File: src/rtl/twiddle_mult_seq_pkg.sv
// Shared FSM state type and fixed-point helpers for the sequential twiddle multiplier.
// Helpers work on a 64-bit carrier so that any DW/TW combination can use them.
package twiddle_pkg;

  localparam int MAXW = 64;

  typedef enum logic [2:0] {
    ST_IDLE = 3'd0,
    ST_LOAD = 3'd1,
    ST_MUL  = 3'd2,
    ST_SUM  = 3'd3,
    ST_DONE = 3'd4
  } state_e;

  function automatic int frac_bits(input int tw);
    return tw - 1;
  endfunction

  function automatic logic signed [MAXW-1:0] round_const(input int frac);
    logic signed [MAXW-1:0] r;
    r = '0;
    if (frac > 0) begin
      r[frac-1] = 1'b1;
    end else begin
      r = '0;
    end
    return r;
  endfunction

  // Round half up, then drop the fractional bits.
  function automatic logic signed [MAXW-1:0] round_shift(input logic signed [MAXW-1:0] v,
                                                         input int frac);
    logic signed [MAXW-1:0] t;
    t = v + round_const(frac);
    return t >>> frac;
  endfunction

  function automatic logic signed [MAXW-1:0] saturate(input  logic signed [MAXW-1:0] v,
                                                      input  int dw,
                                                      output logic sat);
    logic signed [MAXW-1:0] hi;
    logic signed [MAXW-1:0] lo;
    logic signed [MAXW-1:0] r;
    hi = (64'sd1 <<< (dw - 1)) - 64'sd1;
    lo = -(64'sd1 <<< (dw - 1));
    if (v > hi) begin
      r   = hi;
      sat = 1'b1;
    end else if (v < lo) begin
      r   = lo;
      sat = 1'b1;
    end else begin
      r   = v;
      sat = 1'b0;
    end
    return r;
  endfunction

endpackage

File: src/rtl/twiddle_mult_seq_if.sv
// Request/result bundle between the twiddle ROM side (master) and the multiplier (slave).
interface twiddle_mult_seq_if #(
  parameter int DW = 8,
  parameter int TW = 8
);
  logic                 i_start;
  logic                 i_inv;
  logic signed [DW-1:0] i_x;
  logic signed [DW-1:0] i_y;
  logic signed [TW-1:0] i_c;
  logic signed [TW-1:0] i_s;
  logic signed [DW-1:0] o_re;
  logic signed [DW-1:0] o_im;
  logic                 o_valid;
  logic                 o_busy;
  logic                 o_sat;

  modport master (
    output i_start, i_inv, i_x, i_y, i_c, i_s,
    input  o_re, o_im, o_valid, o_busy, o_sat
  );

  modport slave (
    input  i_start, i_inv, i_x, i_y, i_c, i_s,
    output o_re, o_im, o_valid, o_busy, o_sat
  );
endinterface

File: src/rtl/twiddle_mult_seq_smul.sv
// Signed radix-2 shift-add multiplier: one multiplier bit per cycle, BW cycles after i_start.
// The multiplier MSB carries negative weight, so its partial product is subtracted.
module seq_smul #(
  parameter int AW = 9,
  parameter int BW = 9
) (
  input  logic                    clk,
  input  logic                    i_reset_n,
  input  logic                    i_start,
  input  logic signed [AW-1:0]    i_a,
  input  logic signed [BW-1:0]    i_b,
  output logic signed [AW+BW-1:0] o_p,
  output logic                    o_done
);
  localparam int PW = AW + BW;
  localparam int CW = $clog2(BW + 1);

  logic signed [PW-1:0] acc_q;
  logic signed [PW-1:0] acc_d;
  logic signed [PW-1:0] a_q;
  logic [BW-1:0]        b_q;
  logic [CW-1:0]        cnt_q;
  logic                 run_q;

  // Partial-product accumulate for the current multiplier bit.
  always_comb begin
    acc_d = acc_q;
    if (b_q[0]) begin
      if (cnt_q == '0) begin
        acc_d = acc_q - a_q;
      end else begin
        acc_d = acc_q + a_q;
      end
    end else begin
      acc_d = acc_q;
    end
  end

  // Operand load and per-cycle shift of multiplicand and multiplier.
  always_ff @(posedge clk or negedge i_reset_n) begin
    if (!i_reset_n) begin
      acc_q <= '0;
      a_q   <= '0;
      b_q   <= '0;
      cnt_q <= '0;
      run_q <= 1'b0;
    end else if (i_start) begin
      acc_q <= '0;
      a_q   <= {{BW{i_a[AW-1]}}, i_a};
      b_q   <= i_b;
      cnt_q <= CW'(BW - 1);
      run_q <= 1'b1;
    end else if (run_q) begin
      acc_q <= acc_d;
      a_q   <= a_q <<< 1;
      b_q   <= b_q >> 1;
      if (cnt_q == '0) begin
        run_q <= 1'b0;
      end else begin
        cnt_q <= cnt_q - CW'(1);
      end
    end
  end

  assign o_p    = acc_q;
  assign o_done = run_q && (cnt_q == '0);

endmodule

File: src/rtl/twiddle_mult_seq.sv
// Handshaked complex twiddle multiplier (x + jy)(c +/- js) using three sequential multipliers:
// z = c(x-y), Re = y(c-s) + z, Im = x(c+s) - z, rounded half up and saturated to DW bits.
module twiddle_mult_seq
  import twiddle_pkg::*;
#(
  parameter int DW = 8,
  parameter int TW = 8
) (
  input  logic               clk,
  input  logic               i_reset_n,
  twiddle_mult_seq_if.slave  bus
);
  localparam int FRAC = frac_bits(TW);
  localparam int PW   = DW + TW + 2;
  localparam int SW   = DW + TW + 3;
  localparam int CW   = $clog2(TW + 2);

  state_e               state_q;
  logic signed [DW-1:0] x_q, y_q, re_q, im_q;
  logic signed [TW-1:0] c_q;
  logic signed [TW:0]   s_q;
  logic [CW-1:0]        cnt_q;
  logic                 valid_q, busy_q, sat_q;

  logic signed [TW:0]   s_ext_s, s_in_s, c_ext_s, p_s, m_s;
  logic signed [DW:0]   d_s, x_ext_s, y_ext_s;
  logic signed [PW-1:0] z_s, xp_s, ym_s;
  logic [2:0]           done_s;
  logic                 mul_start_s, mul_done_s;
  logic signed [SW-1:0] re_sum_s, im_sum_s;
  logic signed [MAXW-1:0] re_ext_s, im_ext_s, re_lim_s, im_lim_s;
  logic                 re_ovf_s, im_ovf_s;

  // -s is formed at TW+1 bits so that negating the most negative sine stays exact.
  assign s_ext_s = {bus.i_s[TW-1], bus.i_s};
  assign s_in_s  = bus.i_inv ? -s_ext_s : s_ext_s;

  assign c_ext_s = {c_q[TW-1], c_q};
  assign x_ext_s = {x_q[DW-1], x_q};
  assign y_ext_s = {y_q[DW-1], y_q};
  assign d_s     = x_ext_s - y_ext_s;
  assign p_s     = c_ext_s + s_q;
  assign m_s     = c_ext_s - s_q;

  assign mul_start_s = (state_q == ST_LOAD);
  assign mul_done_s  = &done_s;

  seq_smul #(.AW(DW + 1), .BW(TW + 1)) u_mul_z (
    .clk(clk), .i_reset_n(i_reset_n), .i_start(mul_start_s),
    .i_a(d_s), .i_b(c_ext_s), .o_p(z_s), .o_done(done_s[0])
  );
  seq_smul #(.AW(DW + 1), .BW(TW + 1)) u_mul_xp (
    .clk(clk), .i_reset_n(i_reset_n), .i_start(mul_start_s),
    .i_a(x_ext_s), .i_b(p_s), .o_p(xp_s), .o_done(done_s[1])
  );
  seq_smul #(.AW(DW + 1), .BW(TW + 1)) u_mul_ym (
    .clk(clk), .i_reset_n(i_reset_n), .i_start(mul_start_s),
    .i_a(y_ext_s), .i_b(m_s), .o_p(ym_s), .o_done(done_s[2])
  );

  // Final sums, rounding and saturation feeding the result registers.
  always_comb begin
    re_sum_s = {ym_s[PW-1], ym_s} + {z_s[PW-1], z_s};
    im_sum_s = {xp_s[PW-1], xp_s} - {z_s[PW-1], z_s};
    re_ext_s = {{(MAXW - SW){re_sum_s[SW-1]}}, re_sum_s};
    im_ext_s = {{(MAXW - SW){im_sum_s[SW-1]}}, im_sum_s};
    re_ovf_s = 1'b0;
    im_ovf_s = 1'b0;
    re_lim_s = saturate(round_shift(re_ext_s, FRAC), DW, re_ovf_s);
    im_lim_s = saturate(round_shift(im_ext_s, FRAC), DW, im_ovf_s);
  end

  // Control FSM with registered handshake and result outputs.
  always_ff @(posedge clk or negedge i_reset_n) begin
    if (!i_reset_n) begin
      state_q <= ST_IDLE;
      x_q     <= '0;
      y_q     <= '0;
      c_q     <= '0;
      s_q     <= '0;
      cnt_q   <= '0;
      re_q    <= '0;
      im_q    <= '0;
      sat_q   <= 1'b0;
      valid_q <= 1'b0;
      busy_q  <= 1'b0;
    end else begin
      case (state_q)
        ST_IDLE, ST_DONE: begin
          valid_q <= 1'b0;
          if (bus.i_start) begin
            x_q     <= bus.i_x;
            y_q     <= bus.i_y;
            c_q     <= bus.i_c;
            s_q     <= s_in_s;
            busy_q  <= 1'b1;
            state_q <= ST_LOAD;
          end else begin
            state_q <= ST_IDLE;
          end
        end
        ST_LOAD: begin
          cnt_q   <= CW'(TW);
          state_q <= ST_MUL;
        end
        ST_MUL: begin
          if (cnt_q == '0) begin
            if (mul_done_s) begin
              state_q <= ST_SUM;
            end
          end else begin
            cnt_q <= cnt_q - CW'(1);
          end
        end
        ST_SUM: begin
          re_q    <= re_lim_s[DW-1:0];
          im_q    <= im_lim_s[DW-1:0];
          sat_q   <= re_ovf_s | im_ovf_s;
          valid_q <= 1'b1;
          busy_q  <= 1'b0;
          state_q <= ST_DONE;
        end
        default: begin
          valid_q <= 1'b0;
          busy_q  <= 1'b0;
          state_q <= ST_IDLE;
        end
      endcase
    end
  end

  assign bus.o_re    = re_q;
  assign bus.o_im    = im_q;
  assign bus.o_sat   = sat_q;
  assign bus.o_valid = valid_q;
  assign bus.o_busy  = busy_q;

endmodule
File: src/flat_wrapper.sv
// flat-port wrapper written by rule: the top's interface ports become plain ports
module twiddle_mult_seq_flat import twiddle_pkg::*;
#(
  parameter int DW = 8,
  parameter int TW = 8
)
  (clk, i_reset_n, bus_i_start, bus_i_inv, bus_i_x, bus_i_y, bus_i_c, bus_i_s, bus_o_re, bus_o_im, bus_o_valid, bus_o_busy, bus_o_sat);
  twiddle_mult_seq_if #(.DW(DW), .TW(TW)) bus_i ();
  input  logic clk;
  input  logic i_reset_n;
  input wire logic [$bits(bus_i.i_start)-1:0] bus_i_start;
  input wire logic [$bits(bus_i.i_inv)-1:0] bus_i_inv;
  input wire logic [$bits(bus_i.i_x)-1:0] bus_i_x;
  input wire logic [$bits(bus_i.i_y)-1:0] bus_i_y;
  input wire logic [$bits(bus_i.i_c)-1:0] bus_i_c;
  input wire logic [$bits(bus_i.i_s)-1:0] bus_i_s;
  output wire logic [$bits(bus_i.o_re)-1:0] bus_o_re;
  output wire logic [$bits(bus_i.o_im)-1:0] bus_o_im;
  output wire logic [$bits(bus_i.o_valid)-1:0] bus_o_valid;
  output wire logic [$bits(bus_i.o_busy)-1:0] bus_o_busy;
  output wire logic [$bits(bus_i.o_sat)-1:0] bus_o_sat;
  assign bus_i.i_start = bus_i_start;
  assign bus_i.i_inv = bus_i_inv;
  assign bus_i.i_x = bus_i_x;
  assign bus_i.i_y = bus_i_y;
  assign bus_i.i_c = bus_i_c;
  assign bus_i.i_s = bus_i_s;
  assign bus_o_re = bus_i.o_re;
  assign bus_o_im = bus_i.o_im;
  assign bus_o_valid = bus_i.o_valid;
  assign bus_o_busy = bus_i.o_busy;
  assign bus_o_sat = bus_i.o_sat;
  twiddle_mult_seq #(.DW(DW), .TW(TW)) u_core (.clk(clk), .i_reset_n(i_reset_n), .bus(bus_i));
endmodule
File: config.mk
export PLATFORM = sky130hd
export DESIGN_NAME = twiddle_mult_seq_flat
export DESIGN_NICKNAME = d
export VERILOG_FILES = /design/src/rtl/twiddle_mult_seq_pkg.sv /design/src/rtl/twiddle_mult_seq_if.sv /design/src/rtl/twiddle_mult_seq_smul.sv /design/src/rtl/twiddle_mult_seq.sv /design/src/flat_wrapper.sv
export SDC_FILE = /design/constraint.sdc
export NUM_CORES = 1
export LEC_CHECK = 0
export CAP_MARGIN = 20
export CORE_MARGIN = 5
export CORE_UTILIZATION = 57
export DETAILED_ROUTE_END_ITERATION = 10
export PLACE_DENSITY = 0.78
export RECOVER_POWER = 25
export SYNTH_ARGS = -nofsm -noshare
export SYNTH_HDL_FRONTEND = slang
export SYNTH_SLANG_ARGS = --single-unit
File: constraint.sdc
create_clock -name clk -period 3.2 [get_ports clk]
set_clock_uncertainty 0.05 [all_clocks]
set_input_delay 0.64 -clock clk [delete_from_list [all_inputs] [get_ports clk]]
set_output_delay 0.64 -clock clk [all_outputs]
set_load 0.02 [all_outputs]
==> summary.md <==
| Metric | Value |
|---|---|
| Synth area leader | `dfrtp_1` |
| Dpl ws | `-167 ps` |
| Minimum clock period | `3390 ps` |
| Filler cell count | `1,697` |
| Failing checks | `max-capacitance violations, max-slew violations, negative setup slack` |
| Vias in the first global route | `between 10,000 and 15,000` |
| Die H | `about 170 µm` |
| DR vias/cell | `just under 6` |
| Synth Area in Simple Gates | `around 15%` |
| Hold/Removal Path Class | `flip-flop to flip-flop` |
| Count leader, synth | `nand2_1` |
| Cell Area, Synth | `roughly 15,000 µm²` |
| CTS tree | `built` |
| Compound-cell area share of the yosys netlist | `~17%` |
| Setup violators final | `11` |
| Cell count after synthesis | `approximately 1,600` |
| Xor and xnor area share after synthesis | `under 10%` |
| IO Pins | `between 50 and 60` |
| Reg-to-Reg Start | `u_core.u_mul_z.a_q[2]` |
| First-pass GRT wire length | `roughly 60 mm` |
| Worst hold start | `u_core.bus.o_re[7]` |
| Critical path peak fanout | `3` |
| # port buffers | `54` |
| Post-synthesis mux area share | `under 10%` |
| CP required | `3560 ps` |
| Synthesized Nets | `1,814` |
| Core ar. | `25,100 µm²` |
| EDFF count, synth | `0` |
| Ys flop type | `dfrtp_1` |
| Yosys warning count | `0` |
| Initial antenna violation count | `0` |
| CTS Hold Bufs | `0` |
| Starting Density | `between 50% and 60%` |
| Setup Crit Path Kind | `flip-flop to flip-flop` |
| CTS sink cnt | `roughly 210` |
| Max-cap violations | `1` |
| Post-DP HPWL | `about 26 mm` |
| Root buffer cell | `clkbuf_16` |
| Synth Area in Adders | `13.9%` |
| Seq cells post-synth | `between 200 and 250` |
| Area Overhead vs Synth | `27.0%` |
| Layout cells sized above 1 | `21.6%` |
| Max-slew headroom | `-68.1%` |
| Startpoint class of the critical path | `flip-flop` |
| Diode count | `0` |
| Slew @ Worst Pin | `2520 ps` |
| Util after Layout | `about 73%` |
| Status | `finished with violations` |
| Final worst slack | `-186 ps` |
| Total iterations of the first detailed-routing run | `6` |
| Clock-pin slew on the worst setup and hold paths | `~70 ps` |
| Gpl congestion | `approximately 0.89` |
| Top cells by area, synth | `dfrtp_1 (36%), ha_1 (13%), nand2_1 (5.8%)` |
| Post-synth top cells | `nand2_1 (224), dfrtp_1 (209), ha_1 (152)` |
| DIE WIDTH | `between 150 and 200 µm` |
| H-tree Lvls | `1` |
| Kind of end point of the critical path | `flip-flop` |
| Mapped Avg Cell Area | `around 9 µm²` |
| RSZ-0062 raised after global routing | `yes` |
| Gr ovfl total | `0` |
| Deepest clock path buffer count | `3` |
| Critical Path AT | `roughly 3800 ps` |
| Overall routing resource usage | `24.7%` |
| Largest family of logic cells by synthesized area | `compound AO/OA/AOI/OAI gates` |
| Max-slew violation count | `52` |
| Worst-Skew Late Latency | `about 540 ps` |
| Post-synth top area share | `a little over a third` |
| Fin crit share | `106%` |
| Sequential fraction of the synthesis area | `a little over a third` |
| Nets | `about 2,000` |
| Critical Path Start | `u_core.u_mul_z.a_q[2]` |
| Routed wire length | `just under 40 mm` |
| Highest Clock Rate | `0.295 GHz` |
| Synth cell types | `74` |
| DRT iter0 DRCs | `between 800 and 900` |
| Largest net degree at the start of global routing | `78` |
| Die ar. | `~29,000 µm²` |
| # rows | `58` |
| Final Hold Viols | `0` |
| Routed len/inst | `around 18 µm` |
| CTS Buf Count | `25` |
| Vias | `about 13,000` |
| DRC violations left | `0` |
| Fin Hold WS | `~430 ps` |
| Synth async-reset ratio | `100%` |
| Final ANT Viol Nets | `0` |
critical path, cell delays in order, from the launching register on:
cell      delay (ps)
dfrtp_1          390
nor2_2           180
nor4b_4          250
buf_4            170
nor3b_4          200
buf_6            140
buf_6            100
nor4bb_4         270
buf_4            190
buf_4            110
a21oi_1           70
xnor2_1          150
ha_2             310
o21ai_0          240
nand2b_1         100
o21a_1           120
xnor2_1          140
o21ai_1           80
cell usage in the layout (no fill, tap or decap), types with 6 or more instances in the layout:
master,synthesis,final
nand2_1,224,215
dfrtp_1,209,205
buf_4,0,191
ha_1,152,133
o21ai_0,142,118
a21oi_1,114,95
inv_1,92,81
nor2_1,91,78
xnor2_1,76,73
mux2i_1,73,73
xor2_1,69,68
clkdlybuf4s50_1,0,53
nand3_1,25,25
a21o_1,25,25
clkbuf_16,0,25
a21oi_2,2,20
o31ai_1,25,19
nand2b_1,19,19
o21ai_1,4,17
nor3_1,23,17
ha_4,0,16
o21a_1,14,14
nor2b_1,15,12
inv_2,0,11
o21ai_2,0,11
nor4_1,11,11
nor2_2,1,9
a211oi_1,13,9
nand4_1,9,9
and3_1,9,8
o21bai_1,8,8
a221o_1,8,8
nand3b_1,7,7
or3_1,9,7
nand2_2,1,6
nor3_2,0,6
or2_2,6,6
buf_6,3,6
layer usage:
metal,part of all wire (%),wire [µm],GRT usage (%),vias up
met5,0,0,0,-
met2,49,19300,43.6,458
met3,5.7,2230,3.63,156
li1,-,-,-,6123
met4,4.9,1930,8.44,0
met1,40,15800,31.1,6267
what timing repair did:
action                                  in CTS  in global routing
pin swaps                                   30                 87
gates cloned                                 0                  0
buffers inserted                            14                 31
gates resized for setup                     40                147
endpoints found under the setup margin      26                 36
through the flow:
stage	instance area, µm²	TNS, ps	instances
after floorplan	14600	-46.1	1620
after global routing	18400	-13300	2189
after global placement	16500	-667	2097
final	18400	-557	2189
after CTS	17600	-34.3	2158
after detailed placement	16500	-2150	2098
sequential cells by signal (all words and copies together) (netlist names), 8 cells and up:
name                 flops
u_core.bus.o_im          8
u_core.bus.o_re          8
u_core.c_q               8
u_core.s_q               9
u_core.u_mul_xp.a_q     18
u_core.u_mul_xp.b_q      9
u_core.u_mul_xp.o_p     18
u_core.u_mul_ym.a_q     18
u_core.u_mul_ym.b_q      9
u_core.u_mul_ym.o_p     18
u_core.u_mul_z.a_q      18
u_core.u_mul_z.b_q       9
u_core.u_mul_z.o_p      18
u_core.x_q               8
u_core.y_q               8
cell type report:
| type | count | area, µm² | share of cell area, % |
|---|---|---|---|
| Multi-Input combinational cell | 1258 | 9460 | 51.4 |
| Sequential cell | 209 | 5240 | 28.4 |
| Timing Repair Buffer | 254 | 2090 | 11.3 |
| Clock buffer | 30 | 674 | 3.66 |
| Tap cell | 330 | 413 | 2.24 |
| Inverter | 92 | 345 | 1.87 |
| Clock inverter | 16 | 205 | 1.11 |
cell families after synthesis:
group | Yosys count
flops | 209
buf+inv | 153
xor+xnor | 145
mux | 73
compound gates | 409
fa+ha+maj | 158
simple gates | 473
path summary, 6_finish.rpt:
kind | endpoint | slack, ps | depth (start not counted)
setup reg to reg | u_core.u_mul_z.o_p[17] | -190 | 17
max in group asynchronous | u_core.bus.o_im[0] | 370 | 2
min in group asynchronous | u_core.s_q[8] | 940 | 1
hold reg to reg | u_core.bus.o_re[7] | 430 | 2
setup / recovery | u_core.u_mul_z.o_p[17] | -190 | 17
hold / removal | u_core.bus.o_re[7] | 430 | 2
Power is not shown: default switching activity piles up to over one toggle a cycle in this logic, so the estimate is an artifact.
